==> config.mk <==
export PLATFORM = sky130hd
export DESIGN_NAME = score_keeper
export DESIGN_NICKNAME = d
export VERILOG_FILES = /design/src/rtl/score_keeper_pkg.sv /design/src/rtl/bcd_inc4.sv /design/src/rtl/score_keeper.sv
export SDC_FILE = /design/constraint.sdc
export NUM_CORES = 1
export LEC_CHECK = 0
export ABC_AREA = 1
export CAP_MARGIN = 5
export CORE_ASPECT_RATIO = 0.8
export CORE_UTILIZATION = 30
export CTS_CLUSTER_DIAMETER = 60
export CTS_CLUSTER_SIZE = 16
export DETAILED_ROUTE_END_ITERATION = 16
export GPL_TIMING_DRIVEN = 0
export PLACE_DENSITY = 0.59
export SLEW_MARGIN = 30
export SYNTH_ARGS = -nofsm -noshare
export SYNTH_HDL_FRONTEND = slang
export SYNTH_SLANG_ARGS = --single-unit
==> constraint.sdc <==
create_clock -name clk25 -period 8.2 [get_ports clk25]
set_input_delay 2.05 -clock clk25 [delete_from_list [all_inputs] [get_ports clk25]]
set_output_delay 2.05 -clock clk25 [all_outputs]
set_load 0.02 [all_outputs]
==> src/rtl/score_keeper_pkg.sv <==
// rtl/score_keeper_pkg.sv - shared types and constants for the score keeper
//
// Purpose : controller state encoding, saturated BCD score limit and default
//           point weights used by score_keeper.
// Ports   : none (package).
package score_keeper_pkg;

  typedef enum logic [1:0] {
    ST_IDLE  = 2'd0,  // nothing pending
    ST_COUNT = 2'd1,  // retiring one point per cycle
    ST_FULL  = 2'd2   // score pinned at BCD_MAX, draining pending
  } state_t;

  localparam logic [15:0] BCD_MAX = 16'h9999;

  localparam int DEFAULT_FLY_POINTS      = 5;
  localparam int DEFAULT_MOSQUITO_POINTS = 1;

endpackage

==> src/rtl/bcd_inc4.sv <==
// rtl/bcd_inc4.sv - combinational 4-digit BCD increment
//
// Purpose : bcd_out = bcd_in + 1 in packed BCD, ripple digit carry.
// Ports   : bcd_in    [15:0] packed BCD operand, [15:12] = thousands
//           bcd_out   [15:0] incremented value (wraps 9999 -> 0000)
//           carry_out        high when bcd_in was 9999
module bcd_inc4 (
  input  logic [15:0] bcd_in,
  output logic [15:0] bcd_out,
  output logic        carry_out
);

  logic carry;

  always_comb begin
    carry   = 1'b1;
    bcd_out = '0;
    for (int d = 0; d < 4; d++) begin
      if (carry && (bcd_in[d*4 +: 4] == 4'd9)) begin
        bcd_out[d*4 +: 4] = 4'd0;
      end else if (carry) begin
        bcd_out[d*4 +: 4] = bcd_in[d*4 +: 4] + 4'd1;
        carry             = 1'b0;
      end else begin
        bcd_out[d*4 +: 4] = bcd_in[d*4 +: 4];
      end
    end
    carry_out = carry;
  end

endmodule

==> src/rtl/score_keeper.sv <==
// rtl/score_keeper.sv - hit scoring, BCD score counter, display latch and hit sound
//
// Purpose : converts per-target hit pulses into points, queues them in a
//           saturating pending counter and retires one point per cycle into a
//           4-digit BCD score that pins at 9999. Also latches a frame-stable
//           score copy and stretches hits into a retriggerable sound enable.
// Ports   : clk25               25 MHz clock, rising edge
//           rst                 asynchronous active-high reset
//           fly_hit      [F-1:0] one-cycle fly hit pulses
//           mosquito_hit [M-1:0] one-cycle mosquito hit pulses
//           score_clear         synchronous clear of score, display and pending
//           frame_tick          start-of-vblank pulse, loads score_disp
//           score_bcd    [15:0] live BCD score
//           score_disp   [15:0] score sampled at the last frame_tick
//           pending      [7:0]  points accepted but not yet retired
//           busy                pending != 0
//           sfx_on              hit-sound enable
module score_keeper
  import score_keeper_pkg::*;
#(
  parameter int FLY_COUNT       = 4,
  parameter int MOSQUITO_COUNT  = 12,
  parameter int FLY_POINTS      = DEFAULT_FLY_POINTS,
  parameter int MOSQUITO_POINTS = DEFAULT_MOSQUITO_POINTS,
  parameter int SFX_CYCLES      = 2500000
) (
  input  logic                      clk25,
  input  logic                      rst,
  input  logic [FLY_COUNT-1:0]      fly_hit,
  input  logic [MOSQUITO_COUNT-1:0] mosquito_hit,
  input  logic                      score_clear,
  input  logic                      frame_tick,
  output logic [15:0]               score_bcd,
  output logic [15:0]               score_disp,
  output logic [7:0]                pending,
  output logic                      busy,
  output logic                      sfx_on
);

  localparam int SFX_W = $clog2(SFX_CYCLES + 1);

  state_t           state_q, state_d;
  logic [8:0]       fly_n, mos_n, add;
  logic [9:0]       sum;
  logic             retire, any_hit;
  logic [15:0]      score_inc, score_d, disp_d;
  logic             score_carry;
  logic [7:0]       pending_d;
  logic [SFX_W-1:0] sfx_cnt, sfx_cnt_d;
  logic             sfx_d;

  bcd_inc4 u_inc (
    .bcd_in    (score_bcd),
    .bcd_out   (score_inc),
    .carry_out (score_carry)
  );

  // Hit weighting: popcount of each lane group times its point value.
  always_comb begin
    fly_n = '0;
    mos_n = '0;
    for (int i = 0; i < FLY_COUNT; i++)      fly_n = fly_n + 9'(fly_hit[i]);
    for (int i = 0; i < MOSQUITO_COUNT; i++) mos_n = mos_n + 9'(mosquito_hit[i]);
    add     = fly_n * 9'(FLY_POINTS) + mos_n * 9'(MOSQUITO_POINTS);
    any_hit = (|fly_hit) | (|mosquito_hit);
  end

  // Controller next state and datapath. The state register always reflects
  // the registered pending/score pair, so it is computed from their next values.
  always_comb begin
    state_d   = ST_IDLE;
    retire    = (state_q == ST_COUNT);
    sum       = {2'b00, pending} + {1'b0, add} - {9'b0, retire};
    pending_d = (sum > 10'd255) ? 8'hFF : sum[7:0];
    score_d   = score_bcd;
    disp_d    = score_disp;

    // carry_out only rises at 9999, which COUNT never increments
    if (retire && !score_carry) score_d = score_inc;
    if (score_bcd == BCD_MAX)   pending_d = 8'd0;
    if (frame_tick)             disp_d = score_bcd;

    if (score_clear) begin
      pending_d = 8'd0;
      score_d   = 16'h0000;
      disp_d    = 16'h0000;
    end

    if (pending_d == 8'd0)         state_d = ST_IDLE;
    else if (score_d == BCD_MAX)   state_d = ST_FULL;
    else                           state_d = ST_COUNT;

    // Sound stretcher: reload on any hit, count down to zero otherwise.
    sfx_cnt_d = '0;
    sfx_d     = 1'b0;
    if (any_hit) begin
      sfx_cnt_d = SFX_W'(SFX_CYCLES - 1);
      sfx_d     = 1'b1;
    end else if (sfx_cnt != '0) begin
      sfx_cnt_d = sfx_cnt - SFX_W'(1);
      sfx_d     = 1'b1;
    end
  end

  always_ff @(posedge clk25 or posedge rst) begin
    if (rst) begin
      state_q    <= ST_IDLE;
      score_bcd  <= 16'h0000;
      score_disp <= 16'h0000;
      pending    <= 8'd0;
      busy       <= 1'b0;
      sfx_cnt    <= '0;
      sfx_on     <= 1'b0;
    end else begin
      state_q    <= state_d;
      score_bcd  <= score_d;
      score_disp <= disp_d;
      pending    <= pending_d;
      busy       <= (pending_d != 8'd0);
      sfx_cnt    <= sfx_cnt_d;
      sfx_on     <= sfx_d;
    end
  end

endmodule

==> metrics.log, run 1 <==
INFO  metric global_route.overflow_total = 0
INFO  metric top_level_ports = 62
INFO  metric number_of_buffers_inserted_by_port_buffering = 61
INFO  metric synthesized_netlist_cell_count = 621
INFO  metric post_cts.repair.setup_buffers = 0
INFO  metric seqCellArea = 0.00165 mm2
INFO  metric clk_pin_slew = 0.05 ns
INFO  metric power_per_cell_area = 409 mW/mm2
INFO  metric via_count = 3,998
INFO  metric number_of_max_cap_violations = 0
INFO  metric area_of_the_mapped_netlist = 0.00484 mm2
INFO  metric number_of_hold_violations_in_the_final_report = 0
INFO  metric totalNegativeSetupSlack = 0 ns
INFO  metric maxSlewHeadroom = 0.599
INFO  metric std_cell_rows = 41
INFO  metric final_net_count = 772
INFO  metric clkLatencyLatePin = 0.34 ns
INFO  metric cts-resized-gates = 0
INFO  metric yosys.cell_count.top_type = nand2_1
INFO  metric postLayoutCellArea = 0.00605 mm2
INFO  metric synth.ff_latch_count = 66
INFO  metric detail_route.first_pass.iterations = 5
INFO  metric yosysTopAreaCellShare = 0.341
INFO  metric cts_buffer_depth = 2
INFO  metric final_layout_size_suffix_gt1_frac = 0.0745
INFO  metric place_congestion = 0.864
INFO  metric detailed_place.area = 0.00575 mm2
INFO  metric timing_worst_setup_path_type = input pin to flop
INFO  metric ys_top_cells_by_count = nand2_1, inv_1, dfrtp_1
INFO  metric remaining_drc_errors = 0
INFO  metric synth-edff-count = 0
INFO  metric cts_htree_levels = 3
INFO  metric outcome = finished clean
INFO  metric number_of_setup_violations_in_the_final_report = 0
INFO  metric design.die.area = 0.0166 mm2
INFO  metric syn2layout_area_growth = 25.1%
INFO  metric cts_tree = done
INFO  metric pin_count_of_the_biggest_net_entering_global_routing = 43
INFO  metric power.leakage = 3.06 nW
INFO  metric die_h = 116 um
INFO  metric count_of_different_cell_masters_after_synthesis = 38
INFO  metric timing.hold.ws = 0.492 ns
INFO  metric critical_path.max_fanout = 7
INFO  metric post_drt_wl_per_cell = 12.2 um
INFO  metric unrepaired_setup_endpoints_after_global_routing = no
INFO  metric total_number_of_yosys_warnings = 0
INFO  metric worst_setup_path_start_kind = input pin
INFO  metric total_power = 2.47 mW
INFO  metric critical_path.endpoint_type = flop
INFO  metric final_period_minus_worst_setup_slack = 7.38 ns
INFO  metric finalCoreUtilization = 0.384
INFO  metric netlist.top_cell.by_area = dfrtp_1
INFO  metric synth.net_count = 699
INFO  metric synth_seq_area_share = 0.341
INFO  metric final_min_period_over_clock_period = 0.900
INFO  metric hold_path.class = flop to flop
INFO  metric maxSlewViolCount = 0
INFO  metric antenna_found_initial = 0
INFO  metric placed_wire_length_estimate = 8.59 mm
INFO  metric antenna_violating_nets_post_route = 0
INFO  metric ys_dominant_reg_cell = dfrtp_1
INFO  metric crit_arrival = 7.60 ns
INFO  metric antenna_cells = 0
INFO  metric clock_sinks = 66
INFO  metric worstMarginPinSlew = 0.602 ns
INFO  metric worst-endpoint-required = 8.41 ns
INFO  metric initial_core_util = 0.307
INFO  metric multi_input_comb_area = 0.00260 mm2
INFO  metric final.setup_skew = 0.00761 ns
INFO  metric first_pass_grt_wire_length = 18.7 mm
INFO  metric floorplan.core_area = 0.0157 mm2
INFO  metric fillers = 1,612
INFO  metric initialDrtViolationCount = 253
INFO  metric route.final.wire_length = 11.1 mm
INFO  metric peakVddDrop = 0.000207 V
INFO  metric grt_resource_usage_total = 0.145
INFO  metric synth.top_cells.by_area = dfrtp_1, ha_1, nand2_1
INFO  metric fmax = 135 MHz
INFO  metric fp.dieW = 144 um
INFO  metric synth-async-reset-ratio = 1.00
INFO  metric cts_inserted_buffers = 9
INFO  metric first_global_vias = 3,821
INFO  metric avgViaCountPerCell = 4.38
INFO  metric cts_root_buf = clkbuf_16
INFO  metric post_synthesis_mean_instance_area = 7.79 um2
INFO  metric holdBufCountCts = 0
## layer usage
| metal | vias up | track usage | part of all wire |
|---|---|---|---|
| met5 | - | 0 | 0 |
| met4 | 0 | 0.0362 | 0.0099 |
| met3 | 9 | 0.0306 | 0.044 |
| met2 | 88 | 0.225 | 0.43 |
| met1 | 1814 | 0.205 | 0.52 |
| li1 | 2087 | - | - |
## final cells by class
class                   count  share of cell area
clock buffers              13              0.0446
well taps                 215              0.0444
clock inverters             2             0.00579
repair buffers             62               0.105
flip-flops and latches     66               0.273
multi-input cells         406               0.430
inverters                 139              0.0866
plain buffers              10              0.0105
## cells in the final DEF (no fill, tap or decap), drive strengths merged, types with 4 or more instances in the layout
master	Yosys	layout
a21oi	8	8
a31oi	5	5
buf	4	5
clkbuf	6	19
clkdlybuf4s50	0	61
dfrtp	66	66
fa	15	15
ha	43	43
inv	139	139
nand2	140	140
nand3	47	47
nand4	11	11
nor2	68	68
nor3	4	4
o21ai	16	16
o22ai	16	16
or2	5	5
xnor2	10	10
xor2	8	8
## cells by family after synthesis
kind of cell | count (synthesis) | synth area share
simple gates | 281 | 0.274
buf+inv | 149 | 0.121
flops | 66 | 0.341
compound gates | 49 | 0.0582
fa+ha+maj | 58 | 0.173
xor+xnor | 18 | 0.0326
## final timing paths
kind,endpoint,slack [ns],cells after the start,from
max,state_q[0],0.82,28,fly_hit[0]
min,sfx_cnt[0],0.49,1,sfx_cnt[0]
max reg2reg,state_q[0],3.30,24,state_q[1]
min reg2reg,sfx_cnt[0],0.49,1,sfx_cnt[0]
max in group asynchronous,pending[1],5.64,3,rst
min in group asynchronous,score_disp[6],2.04,2,rst
## metrics by stage
step	worst slack, ns	instances
2_1_floorplan	1.47	621
3_3_place_gp	0.485	897
3_5_place_dp	0.398	898
4_1_cts	0.746	913
5_1_grt	0.337	913
6_report	0.817	913
## state kept, by name, indices dropped and copies added, names as in the netlist
signal / count
busy: 1
sfx_cnt: 22
pending: 8
sfx_on: 1
score_disp: 16
state_q: 2
score_bcd: 16
## power by group
part           switching, mW  total, mW  internal [mW]
logic                  0.964       1.63          0.666
clock network          0.142      0.400          0.258
registers             0.0563      0.444          0.388
total                   1.16       2.47           1.31
## worst max-delay path, stage by stage
cell	delay, ns
clkdlybuf4s50_1	0.46
fa_1	0.50
ha_1	0.21
ha_1	0.33
ha_1	0.29
inv_1	0.04
ha_1	0.27
inv_1	0.05
fa_1	0.50
fa_1	0.49
ha_1	0.29
ha_1	0.18
inv_1	0.06
fa_1	0.40
inv_1	0.08
nand3_1	0.06
nand2_1	0.14
nand2_1	0.09
nand2_1	0.06
nand2_1	0.04
nand2_1	0.20
inv_1	0.07
nor2_1	0.13
nand2_1	0.09
o21ai_0	0.16
nand2_1	0.07
nor2_1	0.21
nor2_1	0.08
Note: power is estimated with default switching activity, not from simulation.
==> inputs of run 2 (changes only) <==
--- a/config.mk
+++ b/config.mk
@@ -13,6 +13,7 @@
 export CTS_CLUSTER_SIZE = 16
 export DETAILED_ROUTE_END_ITERATION = 16
 export GPL_TIMING_DRIVEN = 0
+export MAX_ROUTING_LAYER = met4
 export PLACE_DENSITY = 0.59
 export SLEW_MARGIN = 30
 export SYNTH_ARGS = -nofsm -noshare
==> constraint.sdc (replaced) <==
create_clock -name clk25 -period 8.25 [get_ports clk25]
set_input_delay 2.0625 -clock clk25 [delete_from_list [all_inputs] [get_ports clk25]]
set_output_delay 2.0625 -clock clk25 [all_outputs]
set_load 0.02 [all_outputs]
==> run 2 against run 1 <==
Net effect: wire length about the same; sequential power about the same; total power down 0.65%; clock skew about the same; largest power group unchanged; highest routed layer unchanged.
==> metrics.log, run 2 (synthesis gave the netlist of run 1 again) <==
INFO  metric die_h = 116 um
INFO  metric worstMarginPinSlew = 0.605 ns
INFO  metric number_of_max_cap_violations = 0
INFO  metric crit_path_frequent_cell = nand2_1
INFO  metric worst_path_dominant_cell_family = adder cells
INFO  metric fmax = 135 MHz
INFO  metric design.die.area = 0.0166 mm2
INFO  metric maxSlewViolCount = 0
INFO  metric total_power = 2.46 mW
INFO  metric unrepaired_setup_endpoints_after_global_routing = no
INFO  metric holdBufCountCts = 0
INFO  metric via_count = 3,990
INFO  metric cts_tree = done
INFO  metric final_min_period_over_clock_period = 0.897
INFO  metric totalNegativeSetupSlack = 0 ns
INFO  metric max_stage_delay = 0.50 ns
INFO  metric worst_setup_path_start_kind = input pin
INFO  metric avgViaCountPerCell = 4.37
INFO  metric dpl.cell_count = 898
INFO  metric largest_register_ff_count = 22
INFO  metric cts_buffer_depth = 2
INFO  metric final_layout_size_suffix_gt1_frac = 0.0745
INFO  metric placed_wire_length_estimate = 8.59 mm
INFO  metric power_per_cell_area = 406 mW/mm2
INFO  metric cts_htree_levels = 3
INFO  metric critPathBufInv = 6
INFO  metric power.leakage = 3.06 nW
INFO  metric number_of_setup_violations_in_the_final_report = 0
INFO  metric hold_path.class = flop to flop
INFO  metric global_route.overflow_total = 0
INFO  metric antenna_cells = 0
INFO  metric floorplan.core_area = 0.0157 mm2
INFO  metric top_level_ports = 62
INFO  metric biggestRegsByFlops = sfx_cnt (22), score_bcd (16), score_disp (16)
INFO  metric antenna_violating_nets_post_route = 0
INFO  metric cts_root_buf = clkbuf_16
INFO  metric post_cts.repair.setup_buffers = 0
INFO  metric post_layout_nonfiller_instances = 913
INFO  metric number_of_buffers_inserted_by_port_buffering = 61
INFO  metric layout.cells.most_common_list = nand2_1, inv_1, dfrtp_1, clkdlybuf4s50_1, nor2_1
INFO  metric place_congestion = 0.878
INFO  metric peakVddDrop = 0.000206 V
INFO  metric std_cell_rows = 41
INFO  metric syn2layout_area_growth = 25.1%
INFO  metric fp.dieW = 144 um
INFO  metric first_pass_grt_wire_length = 18.7 mm
INFO  metric final.setup_skew = 0.00782 ns
INFO  metric cts-resized-gates = 0
INFO  metric max_flop_register = sfx_cnt
INFO  metric leading_cell_type_in_the_layout_fill_and_taps_excluded = nand2_1
INFO  metric antenna_found_initial = 0
INFO  metric clkLatencyLatePin = 0.33 ns
INFO  metric outcome = finished clean
INFO  metric cpMaxStageDelayCell = fa_1
INFO  metric detail_route.first_pass.iterations = 4
INFO  metric initialDrtViolationCount = 244
INFO  metric route.final.wire_length = 11.1 mm
INFO  metric remaining_drc_errors = 0
INFO  metric post_drt_wl_per_cell = 12.2 um
INFO  metric number_of_hold_violations_in_the_final_report = 0
INFO  metric final_period_minus_worst_setup_slack = 7.40 ns
INFO  metric clk_pin_slew = 0.06 ns
INFO  metric maxSlewHeadroom = 0.597
INFO  metric critical_path.endpoint_type = flop
INFO  metric worst-endpoint-required = 8.46 ns
INFO  metric grt_resource_usage_total = 0.149
INFO  metric first_global_vias = 3,822
INFO  metric timing_worst_setup_path_type = input pin to flop
INFO  metric postLayoutCellArea = 0.00605 mm2
INFO  metric cts_inserted_buffers = 9
INFO  metric detailed_place.area = 0.00575 mm2
INFO  metric pin_count_of_the_biggest_net_entering_global_routing = 43
INFO  metric clock_sinks = 66
INFO  metric final_net_count = 772
INFO  metric crit_arrival = 7.61 ns
INFO  metric initial_core_util = 0.307
INFO  metric critical_path.max_fanout = 7
-- run 2: cell counts in the layout (fill, tap and decap cells not counted) --
Identical to the previous run, type by type.
-- run 2: worst paths after layout --
kind,from,slack (ns),endpoint,cells past startpoint
worst max register to register,state_q[1],3.35,state_q[0],24
worst min register to register,sfx_cnt[0],0.49,sfx_cnt[0],1
worst min-delay path,sfx_cnt[0],0.49,sfx_cnt[0],1
worst max-delay path,fly_hit[0],0.85,state_q[0],28
max in group asynchronous,rst,5.68,pending[1],3
min in group asynchronous,rst,2.05,score_disp[4],2
-- run 2: through the flow --
| step | worst slack, ns | utilization | hold slack, ns |
|---|---|---|---|
| detailed placement | 0.435 | 0.365 | 0.488 |
| finish | 0.851 | 0.384 | 0.492 |
| floorplan | 1.50 | - | 0.460 |
| global route | 0.375 | 0.384 | 0.532 |
| CTS | 0.784 | 0.384 | 0.499 |
| global placement | 0.523 | 0.363 | 0.484 |
-- run 2: final cells by class --
cell class              count  area, um2
fillers                  1612       9690
multi-input cells         406       2600
flip-flops and latches     66       1650
repair buffers             62        638
inverters                 139        524
clock buffers              13        270
well taps                 215        269
plain buffers              10       63.8
clock inverters             2       35.0
-- run 2: routing by layer --
layer,part of all wire,global-route usage
met5,0,-
met2,0.43,0.225
met3,0.045,0.0298
met1,0.51,0.205
met4,0.0096,0.0362
-- run 2: power by group --
| part | internal [mW] | switching, mW | leakage (nW) | total, mW |
|---|---|---|---|---|
| Clock | 0.257 | 0.140 | 0.152 | 0.397 |
| Sequential | 0.385 | 0.0559 | 0.824 | 0.441 |
| Combinational | 0.662 | 0.957 | 2.09 | 1.62 |
